`config.mk`:
```
export PLATFORM = sky130hd
export DESIGN_NAME = sobol_stream_gen
export DESIGN_NICKNAME = d
export VERILOG_FILES = /design/src/rtl/sobol_stream_gen.sv
export SDC_FILE = /design/constraint.sdc
export NUM_CORES = 1
export LEC_CHECK = 0
export ABC_AREA = 0
export CAP_MARGIN = 20
export CORE_MARGIN = 1.5
export CORE_UTILIZATION = 60
export CTS_BUF_LIST = sky130_fd_sc_hd__clkbuf_16
export CTS_CLUSTER_SIZE = 20
export DETAILED_ROUTE_END_ITERATION = 16
export DONT_BUFFER_PORTS = 1
export HOLD_SLACK_MARGIN = 0.08
export PLACE_DENSITY = 0.86
export SLEW_MARGIN = 5
export SYNTH_ARGS = -nofsm -noshare
export SYNTH_HDL_FRONTEND = slang
export SYNTH_SLANG_ARGS = --single-unit
export TNS_END_PERCENT = 10
```
`constraint.sdc`:
```
create_clock -name clk -period 2.9 [get_ports clk]
set_clock_uncertainty 0.1 [all_clocks]
set_input_delay 0.58 -clock clk [delete_from_list [all_inputs] [get_ports clk]]
set_output_delay 0.58 -clock clk [all_outputs]
set_load 0.05 [all_outputs]
```
`src/rtl/sobol_stream_gen.sv`:
```
// sobol_stream_gen -- Sobol-based unary stream generator.
// On an accepted start the input value is latched and compared against
// N = 2^RWID consecutive words of an upstream 1-D Sobol sequence. Each
// comparison yields one stream bit, so the stream carries exactly inVal ones.
// Optional feature: define SOBOL_STREAM_ONES_CNT_EN to add the onesCnt port
// and its counter.
module sobol_stream_gen #(
  parameter int RWID = 8
) (
  input  logic            clk,
  input  logic            rst_n,
  input  logic            start,
  input  logic            abort,
  input  logic [RWID-1:0] inVal,
  input  logic [RWID-1:0] rngSeq,
  output logic            rngEn,
  output logic            bitOut,
  output logic            bitVld,
  output logic            busy,
  output logic            done
`ifdef SOBOL_STREAM_ONES_CNT_EN
  ,
  output logic [RWID-1:0] onesCnt
`endif
);

  typedef enum logic [1:0] {
    S_IDLE = 2'd0,
    S_RUN  = 2'd1,
    S_DONE = 2'd2
  } state_t;

  // Value of the length counter during the final (N-th) RUN cycle.
  localparam logic [RWID:0] LEN_LAST = {1'b0, {RWID{1'b1}}};

  state_t          state_q, state_d;
  logic [RWID:0]   len_q, len_d;
  logic [RWID-1:0] inval_q, inval_d;
  logic            bit_out_q, bit_out_d;
  logic            bit_vld_q, bit_vld_d;

  // A RUN cycle whose comparison actually reaches the output; an abort
  // in the same cycle suppresses the bit.
  logic run_go;
  logic cmp_one;
  logic accept;

  assign run_go  = (state_q == S_RUN) && !abort;
  assign cmp_one = inval_q > rngSeq;
  // Abort has priority over start, so a coincident abort blocks acceptance.
  assign accept  = (state_q == S_IDLE) && start && !abort;

  // Next-state and datapath decode for the stream FSM.
  always_comb begin
    // NOTE: every signal assigned here gets a default first, so no path
    // leaves one unassigned and no latch is inferred.
    state_d   = state_q;
    len_d     = len_q;
    inval_d   = inval_q;
    bit_out_d = run_go && cmp_one;
    bit_vld_d = run_go;

    unique case (state_q)
      S_IDLE: begin
        if (accept) begin
          state_d = S_RUN;
          inval_d = inVal;
          len_d   = '0;
        end
      end
      S_RUN: begin
        if (abort) begin
          state_d = S_IDLE;
        end else begin
          len_d = len_q + (RWID+1)'(1);
          if (len_q == LEN_LAST) state_d = S_DONE;
        end
      end
      S_DONE: begin
        state_d = S_IDLE;
      end
      default: begin
        state_d = S_IDLE;
      end
    endcase
  end

  // State and registered stream outputs, synchronous active-low reset.
  always_ff @(posedge clk) begin
    // NOTE: sequential state uses non-blocking assignments so every flop
    // samples the pre-edge values regardless of statement order.
    if (!rst_n) begin
      state_q   <= S_IDLE;
      len_q     <= '0;
      inval_q   <= '0;
      bit_out_q <= 1'b0;
      bit_vld_q <= 1'b0;
    end else begin
      state_q   <= state_d;
      len_q     <= len_d;
      inval_q   <= inval_d;
      bit_out_q <= bit_out_d;
      bit_vld_q <= bit_vld_d;
    end
  end

  // The RNG is stepped combinationally from the state so it advances in
  // lock-step with the RUN cycles: exactly N steps per stream.
  assign rngEn  = (state_q == S_RUN);
  assign busy   = (state_q != S_IDLE);
  assign done   = (state_q == S_DONE);
  assign bitOut = bit_out_q;
  assign bitVld = bit_vld_q;

`ifdef SOBOL_STREAM_ONES_CNT_EN
  logic [RWID-1:0] ones_q, ones_d;

  // Ones counter: counts at comparison time rather than at the registered
  // output, so it already includes the final bit in the done cycle.
  always_comb begin
    ones_d = ones_q;
    if (accept) begin
      ones_d = '0;
    end else if (run_go && cmp_one) begin
      ones_d = ones_q + RWID'(1);
    end
  end

  // Ones counter register; holds after done until the next accepted start.
  always_ff @(posedge clk) begin
    if (!rst_n) begin
      ones_q <= '0;
    end else begin
      ones_q <= ones_d;
    end
  end

  assign onesCnt = ones_q;
`else
  // Ones counter not built in this configuration.
`endif

endmodule

```
==> impl_metrics.env, run 1 <==
export IMPL_n_fill_cell=133
export IMPL_cts_tree="yes"
export IMPL_clock_latency_ns=0.25
export IMPL_grt_pass1_vias=821
export IMPL_maxCapViolCount=0
export IMPL_num_io_pins=25
export IMPL_die_area_um2=2120
export IMPL_syn_nets=156
export IMPL_post_cts_resized=0
export IMPL_synthFlopType="dfxtp_1"
export IMPL_synth_area_leaders="dfxtp_1 38%, ha_1 11%, nand2_1 6.8%"
export IMPL_grt_pass1_wl_um=3440
export IMPL_cts_buffers=3
export IMPL_required_ns=2.93
export IMPL_antenna_found_initial=0
export IMPL_regArea_um2=420
export IMPL_cp_start_kind="flop"
export IMPL_yosys_area_top_type_share=0.379
export IMPL_crit_arrival_ns=1.96
export IMPL_synth_area_um2=1110
export IMPL_syn_inst=126
export IMPL_dpl_cell_count=149
export IMPL_hpwl_um=1530
export IMPL_die_h_um=46.0
export IMPL_fp_dieW_um=46.0
export IMPL_synth_seq_cells=21
export IMPL_setup_tns_ns=0
export IMPL_row_count=15
export IMPL_clk_root_buffer_cell="clkbuf_16"
export IMPL_layout_drive_gt1_share=0.102
export IMPL_fin_crit_sh=0.665
export IMPL_fin_cells=153
export IMPL_cp_max_fo=10
export IMPL_ys_types=36
export IMPL_routed_via_density=5.43
export IMPL_drtPass1Iterations=4
export IMPL_ctsHoldBuffers=0
export IMPL_postCtsSetupBuffers=0
export IMPL_drcViolationCount=0
export IMPL_slew_viol_final=0
export IMPL_routed_wl_um=2020
export IMPL_grt_remaining_overflow=0
export IMPL_power_density_nw_per_um2=529
export IMPL_hp_class="in -> reg"
export IMPL_peakVddDrop_v=0.000415
export IMPL_vias=831
export IMPL_hold_viol_final=0
export IMPL_cts_clk_slew_worst_paths_ns=0.06
export IMPL_synth_async_sr_flop_share=0
export IMPL_portBuffers=0
export IMPL_rsz0062_at_grt="false"
export IMPL_crit_type="reg -> reg"
export IMPL_wl_per_cell_um=13.2
export IMPL_synth_edff_count=0
export IMPL_mostFrequentLayoutCells="21 x dfxtp_1, 20 x nand2_1, 10 x ha_1"
export IMPL_cts_sinks=21
export IMPL_yosys_warnings=0
export IMPL_grt_max_degree=16
export IMPL_multiInputGateArea_um2=633
export IMPL_synth_avg_cell_area_um2=8.81
export IMPL_status="finished clean"
export IMPL_cellLeakagePower_nw=0.467
export IMPL_setup_viol=0
export IMPL_drtIter0Drc=12
export IMPL_antenna_left=0
export IMPL_final_common_cell="dfxtp_1"
export IMPL_place_congestion=0.803
export IMPL_final_nets=159
export IMPL_min_period_ns=1.93
export IMPL_fmax_mhz=519
export IMPL_whs_ns=0.366
export IMPL_core_area_um2=1730
export IMPL_antenna_diode_count=0
export IMPL_area_growth_pct=8.68
export IMPL_track_usage=0.231
export IMPL_cts_buffer_depth=2
export IMPL_yosysTopAreaCell="dfxtp_1"
export IMPL_start_util=0.643
export IMPL_worstMarginPinSlew_ns=0.586
export IMPL_synth_seq_area_share=0.379
export IMPL_end_kind="flop"
export IMPL_slew_headroom=0.609
export IMPL_htreeDepth=1
-- through the flow --
| stage | power, mW | worst slack [ns] | instance area [um2] | util |
|---|---|---|---|---|
| after CTS | 0.641 | 0.968 | 1210 | 0.699 |
| after global routing | 0.661 | 0.864 | 1210 | 0.699 |
| after floorplan | 0.352 | 1.12 | 1110 | - |
| after detailed placement | 0.358 | 0.981 | 1130 | 0.652 |
| final | 0.638 | 0.972 | 1210 | 0.699 |
| after global placement | 0.355 | 1.04 | 1130 | 0.652 |
-- critical path, stage by stage (launching register included) --
cell	delay, ns
dfxtp_1	0.35
or2_1	0.46
or3b_1	0.65
nand2_1	0.14
a21boi_0	0.10
-- where the power goes --
part	total, mW	internal (mW)	leakage [nW]	switching, mW
sequential	0.301	0.295	0.170	0.00592
combinational	0.0506	0.0197	0.256	0.0309
clock	0.286	0.185	0.0409	0.101
-- worst paths after layout --
check,slack (ns),depth (start not counted),to,startpoint
setup / recovery,0.97,4,inval_q[5],state_q[0]
hold / removal,0.37,1,len_q[1],rst_n
setup reg to reg,0.97,4,inval_q[5],state_q[0]
hold reg to reg,0.37,2,inval_q[3],inval_q[3]
-- per-layer routing --
layer / GRT usage / routed length [um]
met1: 0.276 / 922
met5: 0 / 0
met4: 0.137 / 33
met2: 0.378 / 983
met3: 0.0476 / 79
-- registers in the layout, summed over array words and instances, names as in the netlist --
| name | flops |
|---|---|
| bitVld | 1 |
| bitOut | 1 |
| state_q | 2 |
| inval_q | 8 |
| len_q | 9 |
-- cell families (layout without fill, tap and decap cells) --
family / count (synthesis) / count (layout) / share of synthesized area
muxes: 1 / 1 / 0.00902
adders and majority gates: 10 / 10 / 0.113
xor gates and xnor gates: 6 / 6 / 0.0474
buffers and inverters: 12 / 14 / 0.0507
and+or+nand+nor: 57 / 57 / 0.289
AOI/OAI and AO/OA: 19 / 19 / 0.113
DFF: 21 / 21 / 0.379
-- layout make-up --
class                   instances  area share
inverters                       9      0.0280
clock inverters                 1     0.00415
multi-input cells              93       0.525
well taps                      25      0.0259
clock buffers                   3      0.0622
flip-flops and latches         21       0.349
repair buffers                  1     0.00622
-- cell usage after synthesis (2+ instances only) --
| cell type | instances |
|---|---|
| a21boi_0 | 8 |
| a21oi_1 | 6 |
| dfxtp_1 | 21 |
| ha_1 | 10 |
| inv_1 | 9 |
| nand2_1 | 20 |
| nand3_1 | 3 |
| nand4_1 | 3 |
| nor2_1 | 6 |
| nor2_2 | 2 |
| nor2b_1 | 5 |
| nor4_1 | 3 |
| o21ai_0 | 2 |
| or2_1 | 2 |
| xnor2_1 | 5 |
No activity file was read; power rests on OpenSTA's default activity.
==> run 2: changes to the inputs <==
CORE_UTILIZATION = 54   (was 60)
PLACE_DENSITY = 0.82   (was 0.86)
clock period = 1.61 ns   (was 2.9 ns; I/O delays follow)
==> run 2 against run 1 <==
Compared with the run above: power up 84%; sequential cell count unchanged; clock-buffer cell count is the same; first-iteration DRC count shrank 25%; clock power increased by 82%; routed wire length increased by 14%; global-route usage decreased by 0.48 points; non-clock buffer count increased by 10; sequential share of layout area decreased by 2.4 points; utilization fell by 2.7 points; combinational power grew 130%; hold slack got worse by 0.26 ns; largest cell class unchanged; highest routed layer unchanged.
==> impl_metrics.env, run 2 (synthesis results as in run 1) <==
export IMPL_status="finished clean"
export IMPL_layout_drive_gt1_share=0.203
export IMPL_cts_tree="yes"
export IMPL_fin_cells=165
export IMPL_fin_crit_sh=0.944
export IMPL_dpl_cell_count=161
export IMPL_vias=908
export IMPL_required_ns=1.19
export IMPL_grt_max_degree=16
export IMPL_antenna_diode_count=0
export IMPL_routed_wl_um=2310
export IMPL_mostFrequentLayoutCells="20 x nand2_1, 19 x dfxtp_1, 11 x buf_4"
export IMPL_fmax_mhz=658
export IMPL_cts_buffer_depth=2
export IMPL_die_area_um2=2340
export IMPL_n_fill_cell=166
export IMPL_clock_latency_ns=0.25
export IMPL_drtPass1Iterations=4
export IMPL_top_regs="len_q x9, inval_q x8, state_q x2"
export IMPL_place_congestion=0.792
export IMPL_cp_start_kind="flop"
export IMPL_track_usage=0.227
export IMPL_drt_met1_wl_um=945
export IMPL_wl_met3_um=125
export IMPL_rsz0062_at_grt="true"
export IMPL_fin_util=0.672
export IMPL_cts_buffers=3
export IMPL_setup_viol=0
export IMPL_start_util=0.572
export IMPL_finish_instance_area_um2=1310
export IMPL_portBuffers=0
export IMPL_dpl_cell_area_um2=1210
export IMPL_row_count=16
export IMPL_slew_viol_final=0
export IMPL_min_period_ns=1.52
export IMPL_num_io_pins=25
export IMPL_htreeDepth=1
export IMPL_antenna_left=0
export IMPL_hp_class="in -> reg"
export IMPL_final_common_cell="nand2_1"
export IMPL_end_kind="output port"
export IMPL_hold_viol_final=0
export IMPL_power_density_nw_per_um2=902
export IMPL_slew_headroom=0.684
export IMPL_drcViolationCount=0
export IMPL_grt_remaining_overflow=0
export IMPL_largest_reg_flops=9
export IMPL_cts_sinks=21
export IMPL_crit_arrival_ns=1.10
export IMPL_cp_max_fo=5
export IMPL_final_nets=169
export IMPL_wl_per_cell_um=14.0
export IMPL_crit_type="reg -> out"
export IMPL_cellLeakagePower_nw=0.524
export IMPL_regMostFlops="len_q"
export IMPL_fp_dieW_um=48.3
export IMPL_grt_pass1_wl_um=4050
export IMPL_peakVddDrop_v=0.000621
export IMPL_area_growth_pct=17.6
export IMPL_wl_met2_um=1150
export IMPL_core_area_um2=1940
export IMPL_clk_root_buffer_cell="clkbuf_16"
export IMPL_hpwl_um=1750
export IMPL_ctsHoldBuffers=0
export IMPL_grt_pass1_vias=911
export IMPL_drtIter0Drc=9
export IMPL_cts_clk_slew_worst_paths_ns=0.06
export IMPL_routed_via_density=5.50
export IMPL_die_h_um=48.3
export IMPL_worstMarginPinSlew_ns=0.473
export IMPL_antenna_found_initial=0
export IMPL_top_layer="met4"
export IMPL_maxCapViolCount=0
run 2: changes by cell type in the layout (fill, tap and decap cells not counted), moves of 2 or more:
cell,change
buf_4,+10
a21boi_0,-4
a21boi_1,+4
dfxtp_1,-2
dfxtp_2,+2
run 2: final timing paths:
kind	end	slack (ns)	cells past startpoint	from
worst max register to register	inval_q[2]	0.11	6	state_q[0]
worst max-delay path	rngEn	0.09	3	state_q[1]
worst min-delay path	len_q[1]	0.10	1	rst_n
worst min register to register	inval_q[1]	0.37	2	inval_q[1]
run 2: stage by stage:
step	TNS, ns	total power [mW]	setup WS, ns	hold WS (ns)
after floorplan	0	0.636	0.0569	0.343
after global placement	0	0.655	0.103	0.357
after detailed placement	0	0.661	0.0356	0.360
after CTS	0	1.18	0.0242	0.101
after global routing	-0.0146	1.22	-0.0146	0.109
final	0	1.18	0.0894	0.102
run 2: area by class of cell:
| class | instances | area, um2 | area share |
|---|---|---|---|
| clock buffers | 3 | 75.1 | 0.0575 |
| clock inverters | 1 | 3.75 | 0.00288 |
| multi-input cells | 93 | 653 | 0.500 |
| flip-flops and latches | 21 | 423 | 0.324 |
| inverters | 9 | 33.8 | 0.0259 |
| repair buffers | 11 | 82.6 | 0.0633 |
| well taps | 27 | 33.8 | 0.0259 |
run 2: power breakdown:
part           switching, mW  leakage (nW)  internal (mW)
clock network          0.190        0.0423          0.331
logic                 0.0638         0.311         0.0512
registers            0.00864         0.171          0.532
run 2: worst max-delay path, stage by stage (launching register included):
cell and delay (ns):
dfxtp_1 0.31, buf_4 0.15, and2b_1 0.19, buf_4 0.19
run 2: what timing repair did:
action                                 4_1_cts  5_1_grt
resized for setup                            0       10
endpoints found under the hold margin        0        0
setup endpoints to repair                    0       15
setup buffers                                0        0
run 2: routing by layer:
metal | global-route usage | vias to the layer above
met5 | 0 | -
met4 | 0.133 | 0
met3 | 0.0648 | 9
met2 | 0.389 | 23
met1 | 0.249 | 423
li1 | - | 453
